$ cat src/rtl/uart_pkg.sv
// Shared UART definitions: receiver state encoding and baud-period helper.
package uart_pkg;

    typedef enum logic [2:0] {
        STT_IDLE  = 3'd0,
        STT_START = 3'd1,
        STT_DATA  = 3'd2,
        STT_STOP  = 3'd3,
        STT_BREAK = 3'd4
    } statetype;

    // Number of clk cycles per serial bit.
    function automatic int pulse_width(input int clk_freq, input int baud_rate);
        return clk_freq / baud_rate;
    endfunction

endpackage

$ cat src/rtl/uart_sync.sv
// N-flop synchroniser for an asynchronous level; flops reset to 1 (idle line level).
module uart_sync #(
    parameter int N = 2
) (
    input  logic clk,
    input  logic rstn,
    input  logic d,
    output logic q
);

    if (N < 2) begin : g_bad_n
        $error("uart_sync: N must be at least 2");
    end

    logic [N-1:0] sync_reg;

    always_ff @(posedge clk or negedge rstn) begin
        if (!rstn) begin
            sync_reg <= '1;
        end else begin
            sync_reg <= {sync_reg[N-2:0], d};
        end
    end

    assign q = sync_reg[N-1];

endmodule

$ cat src/rtl/uart_rx.sv
// UART receiver: 8N1-style framing, mid-bit sampling, one-entry valid/ready output buffer
// with frame-error and overrun pulses.
module uart_rx
    import uart_pkg::*;
#(
    parameter int DATA_WIDTH = 8,
    parameter int BAUD_RATE  = 9600,
    parameter int CLK_FREQ   = 12_000_000
) (
    input  logic                  clk,
    input  logic                  rstn,
    input  logic                  sig,
    output logic [DATA_WIDTH-1:0] data,
    output logic                  valid,
    input  logic                  ready,
    output logic                  frame_err,
    output logic                  overrun_err
);

    localparam int PULSE_WIDTH      = pulse_width(CLK_FREQ, BAUD_RATE);
    localparam int HALF_PULSE_WIDTH = PULSE_WIDTH / 2;
    localparam int LB_DATA_WIDTH    = $clog2(DATA_WIDTH);
    localparam int LB_PULSE_WIDTH   = $clog2(PULSE_WIDTH);
    localparam int CNT_W            = LB_PULSE_WIDTH + 1;

    localparam logic [CNT_W-1:0]         HALF_LOAD  = CNT_W'(HALF_PULSE_WIDTH - 1);
    localparam logic [CNT_W-1:0]         PULSE_LOAD = CNT_W'(PULSE_WIDTH - 1);
    localparam logic [CNT_W-1:0]         CNT_ONE    = CNT_W'(1);
    localparam logic [LB_DATA_WIDTH-1:0] LAST_BIT   = LB_DATA_WIDTH'(DATA_WIDTH - 1);
    localparam logic [LB_DATA_WIDTH-1:0] BIT_ONE    = LB_DATA_WIDTH'(1);

    if (PULSE_WIDTH < 4) begin : g_bad_pulse_width
        $error("uart_rx: CLK_FREQ/BAUD_RATE must be at least 4");
    end

    logic s;

    uart_sync #(.N(2)) u_sync (
        .clk  (clk),
        .rstn (rstn),
        .d    (sig),
        .q    (s)
    );

    statetype                 state_reg, state_next;
    logic [CNT_W-1:0]         clk_cnt_reg, clk_cnt_next;
    logic [LB_DATA_WIDTH-1:0] bit_cnt_reg, bit_cnt_next;
    logic [DATA_WIDTH-1:0]    shreg_reg, shreg_next;
    logic                     deliver_reg, deliver_next;
    logic                     frame_err_reg, frame_err_next;
    logic [DATA_WIDTH-1:0]    data_reg, data_next;
    logic                     valid_reg, valid_next;
    logic                     overrun_reg, overrun_next;

    always_ff @(posedge clk or negedge rstn) begin
        if (!rstn) begin
            state_reg     <= STT_IDLE;
            clk_cnt_reg   <= '0;
            bit_cnt_reg   <= '0;
            shreg_reg     <= '0;
            deliver_reg   <= 1'b0;
            frame_err_reg <= 1'b0;
            data_reg      <= '0;
            valid_reg     <= 1'b0;
            overrun_reg   <= 1'b0;
        end else begin
            state_reg     <= state_next;
            clk_cnt_reg   <= clk_cnt_next;
            bit_cnt_reg   <= bit_cnt_next;
            shreg_reg     <= shreg_next;
            deliver_reg   <= deliver_next;
            frame_err_reg <= frame_err_next;
            data_reg      <= data_next;
            valid_reg     <= valid_next;
            overrun_reg   <= overrun_next;
        end
    end

    // Frame sequencing: every sampling state counts clk_cnt down to 0, then acts on s.
    always_comb begin
        state_next     = state_reg;
        clk_cnt_next   = clk_cnt_reg;
        bit_cnt_next   = bit_cnt_reg;
        shreg_next     = shreg_reg;
        deliver_next   = 1'b0;
        frame_err_next = 1'b0;

        case (state_reg)
            STT_IDLE: begin
                if (!s) begin
                    clk_cnt_next = HALF_LOAD;
                    state_next   = STT_START;
                end
            end
            STT_START: begin
                if (clk_cnt_reg != '0) begin
                    clk_cnt_next = clk_cnt_reg - CNT_ONE;
                end else if (!s) begin
                    clk_cnt_next = PULSE_LOAD;
                    bit_cnt_next = '0;
                    state_next   = STT_DATA;
                end else begin
                    state_next   = STT_IDLE;
                end
            end
            STT_DATA: begin
                if (clk_cnt_reg != '0) begin
                    clk_cnt_next = clk_cnt_reg - CNT_ONE;
                end else begin
                    shreg_next[bit_cnt_reg] = s;
                    clk_cnt_next            = PULSE_LOAD;
                    if (bit_cnt_reg == LAST_BIT) begin
                        state_next = STT_STOP;
                    end else begin
                        bit_cnt_next = bit_cnt_reg + BIT_ONE;
                    end
                end
            end
            STT_STOP: begin
                if (clk_cnt_reg != '0) begin
                    clk_cnt_next = clk_cnt_reg - CNT_ONE;
                end else if (s) begin
                    deliver_next = 1'b1;
                    state_next   = STT_IDLE;
                end else begin
                    frame_err_next = 1'b1;
                    state_next     = STT_BREAK;
                end
            end
            STT_BREAK: begin
                // A held-low line must go high before a new start can be recognised.
                if (s) begin
                    state_next = STT_IDLE;
                end
            end
            default: begin
                state_next = STT_IDLE;
            end
        endcase
    end

    // Output buffer: a delivery overwrites only an empty or simultaneously consumed word.
    always_comb begin
        data_next    = data_reg;
        valid_next   = valid_reg;
        overrun_next = 1'b0;

        if (deliver_reg) begin
            if (!valid_reg || ready) begin
                data_next  = shreg_reg;
                valid_next = 1'b1;
            end else begin
                overrun_next = 1'b1;
            end
        end else if (valid_reg && ready) begin
            valid_next = 1'b0;
        end
    end

    assign data        = data_reg;
    assign valid       = valid_reg;
    assign frame_err   = frame_err_reg;
    assign overrun_err = overrun_reg;

endmodule

$ cat config.mk
export PLATFORM = sky130hd
export DESIGN_NAME = uart_rx
export DESIGN_NICKNAME = d
export VERILOG_FILES = /design/src/rtl/uart_pkg.sv /design/src/rtl/uart_sync.sv /design/src/rtl/uart_rx.sv
export SDC_FILE = /design/constraint.sdc
export NUM_CORES = 1
export LEC_CHECK = 0
export ABC_AREA = 1
export BUFFER_PORTS_ARGS = -buffer_cell sky130_fd_sc_hd__buf_4
export CAP_MARGIN = 20
export CORE_ASPECT_RATIO = 1.1
export CORE_MARGIN = 10
export CORE_UTILIZATION = 45
export DETAILED_ROUTE_END_ITERATION = 6
export SLEW_MARGIN = 15
export SYNTH_ARGS = -nofsm -noshare
export SYNTH_HDL_FRONTEND = slang
export SYNTH_SLANG_ARGS = --single-unit
export TNS_END_PERCENT = 100
$ cat constraint.sdc
create_clock -name clk -period 1.77 [get_ports clk]
set_clock_uncertainty 0.1 [all_clocks]
set_input_delay 0.177 -clock clk [delete_from_list [all_inputs] [get_ports clk]]
set_output_delay 0.177 -clock clk [all_outputs]
set_load 0.01 [all_outputs]
==> results.toml <==
[route]
ant_nets = 0
vias = 1736
via_per_inst = 4.86
drc = 0
dr.pass1.iters = 4
drt_iter0_markers = 41
wl_per_cell_um = 12.4
wirelength_mm = 4.41

[timing]
timing_worst_slew_pin_value_ps = 497
slew_viol_final = 0
setup_viol_count_final = 0
layout_min_cycle_time_ps = 1710
fin_setup_tns_ps = 0
slew_headroom = 0.669
hold_viol_final = 0
whs_ps = 49.1
rsz0062_at_grt = "true"
finalCritPeriodShare = 0.968
fmax_mhz = 584

[die]
rows = 26
core_area_um2 = 4680
start_util = 0.468
pin_count = 15
die_w_um = 86.6
die_area_um2 = 8070
die_h_um = 93.2

[critical_path]
cp-end-kind = "flop"
path_buf_inv = 1
cpMaxStageDelayCell = "dfrtp_1"
crit_chain = "inv_1 -> ha_4 -> nor3b_4 -> nand3_1 -> nand2_1 -> nor2_1 -> nand2_1 -> nand2_1"
crit_fanout = 4
crit_top_cell = "nand2_1"
worst_setup_path_start_kind = "flop"
cpLargestDelayFamily = "simple AND/OR/NAND/NOR gates"
cpPeakStageDelay_ps = 380
arrival_ps = 1790
required_ps = 1840
worstSetupPathType = "reg2reg"

[clock_tree]
cts_tree = "done"
clk_path_buf_depth = 2
cts_sinks = 40
cts_made_buffers = 5
clk_pin_slew_ps = 80
htree_levels = 2
clk_latency_ps = 280
cts-root-buf = "clkbuf_8"

[logic_synthesis]
synth_warnings = 0
ys_ff_latch = 40
syn_nets = 276
synth-adder-area-share = 0.0228
ys_seq_area_frac = 0.458
synth_top_family_by_area = "simple AND/OR/NAND/NOR gates"
syn_area_um2 = 2190
synthSimpleGateAreaFrac = 0.338
synth_compound_area_frac = 0.0627
synth.avg_cell_area_um2 = 8.18
synth_mux_area_frac = 0.0411
synth_xor_area_frac = 0.0120
synth.distinct_cells = 31
synthCells = 268

[placed_design]
dp_hpwl_mm = 3.29
port_buffers = 14
routabilityCongestion = 0.861

[grt]
antenna_found_initial = 0
grt_max_degree = 41
grt_pass1_vias = 1706
grt_pass1_wl_mm = 7.57
overflow = 0
grtUsageTotal = 0.113

[finish]
final_net_count = 308
drive_gt1_frac = 0.246
antennaDiodeCount = 0
areaGrowthSynthToFinish_pct = 18.8
largest_reg_flops = 12
utilization = 0.556

[pwr]
p_per_area_nw_per_um2 = 648
leakagePower_nw = 1.43
p_total_mw = 1.69
max-vdd-ir-drop_mv = 0.396

[hold_path]
worstHoldPathType = "in2reg"

[flow_run]
drv_cap = 0

[outcome]
status = "finished, final reports clean"
==> path summary, 6_finish.rpt <==
path	slack, ps	cells past startpoint	endpoint	start
max	60	8	clk_cnt_reg[1]	clk_cnt_reg[1]
min	50	4	overrun_err	ready
max reg2reg	60	8	clk_cnt_reg[1]	clk_cnt_reg[1]
min reg2reg	260	0	u_sync.sync_reg[1]	u_sync.sync_reg[0]
max in group asynchronous	900	2	u_sync.sync_reg[1]	rstn
min in group asynchronous	300	2	overrun_err	rstn
==> routing by layer <==
metal	wire, µm	share of wire	vias up	track usage
met1	2010	0.46	788	0.134
met5	0	0	-	0
li1	-	-	914	-
met3	232	0.053	4	0.0321
met4	34	0.0077	0	0.0338
met2	2130	0.48	30	0.193
==> final cells by class <==
type	count	area, µm²
flip-flops and latches	40	1000
clock buffers	6	72.6
fillers	428	2080
multi-input cells	190	1080
clock inverters	2	35.0
inverters	37	141
well taps	56	70.1
repair buffers	26	204
==> synth_stat cells <==
cell type | count | area share
nand2_4 | 2 | 0.010
ha_1 | 4 | 0.023
inv_4 | 1 | 0.0029
a21oi_2 | 1 | 0.0040
o21ai_1 | 14 | 0.032
nor2_2 | 8 | 0.023
xnor2_1 | 1 | 0.0040
nand3_4 | 1 | 0.0080
inv_1 | 32 | 0.055
o21bai_1 | 1 | 0.0034
mux2_2 | 8 | 0.041
nor2_8 | 1 | 0.0091
inv_2 | 4 | 0.0068
nand3_2 | 2 | 0.0091
nor3_1 | 2 | 0.0046
xor2_1 | 2 | 0.0080
nor3b_4 | 1 | 0.0086
dfrtp_1 | 38 | 0.43
clkbuf_1 | 1 | 0.0017
nand2_8 | 1 | 0.0091
nand4_1 | 4 | 0.011
a21oi_4 | 1 | 0.0074
nor2_4 | 2 | 0.010
nand3b_1 | 1 | 0.0034
o21ai_0 | 5 | 0.011
nor2_1 | 30 | 0.051
nand2_1 | 73 | 0.12
nand2_2 | 4 | 0.011
a21oi_1 | 2 | 0.0046
nand3_1 | 19 | 0.043
dfstp_2 | 2 | 0.024
==> metrics by stage <==
step / setup WS [ps] / area [µm²] / instances
floorplan: 167 / 2190 / 268
global placement: 103 / 2390 / 341
detailed placement: 28.6 / 2390 / 341
CTS: 43.8 / 2520 / 351
global route: -26.1 / 2610 / 357
finish: 57.5 / 2610 / 357
==> cell families after synthesis <==
| logic type | Yosys count |
|---|---|
| and+or+nand+nor | 151 |
| DFF | 40 |
| muxes | 8 |
| AOI/OAI and AO/OA | 24 |
| adders and majority gates | 4 |
| buffers and inverters | 38 |
| xor gates and xnor gates | 3 |
==> worst min-delay path: cells and delay by family <==
kind          cells  cell delay, ps
buf+inv           2             110
simple gates      2             120
==> layout by cell type (no fill, tap or decap), drive strengths merged <==
cell / count
a21oi: 4
buf: 24
bufinv: 1
clkbuf: 6
clkinv: 1
dfrtp: 38
dfstp: 2
dlygate4sd3: 2
ha: 4
inv: 37
mux2: 8
nand2: 80
nand3: 22
nand3b: 1
nand4: 4
nor2: 41
nor3: 2
nor3b: 1
o21ai: 19
o21bai: 1
xnor2: 1
xor2: 2
==> where the power goes <==
part	switching, mW	total (mW)	leakage, nW	internal (mW)
combinational	0.0263	0.0371	0.836	0.0108
clock	0.312	0.730	0.0552	0.419
sequential	0.00230	0.919	0.541	0.917
total	0.340	1.69	1.43	1.35
==> timing repair <==
item | in CTS | in global routing
hold buffers | 2 | 0
endpoints found under the setup margin | 0 | 20
resized for setup | 0 | 10
setup buffers | 0 | 6
endpoints found under the hold margin | 39 | 0
(Power assumes the default switching activity.)
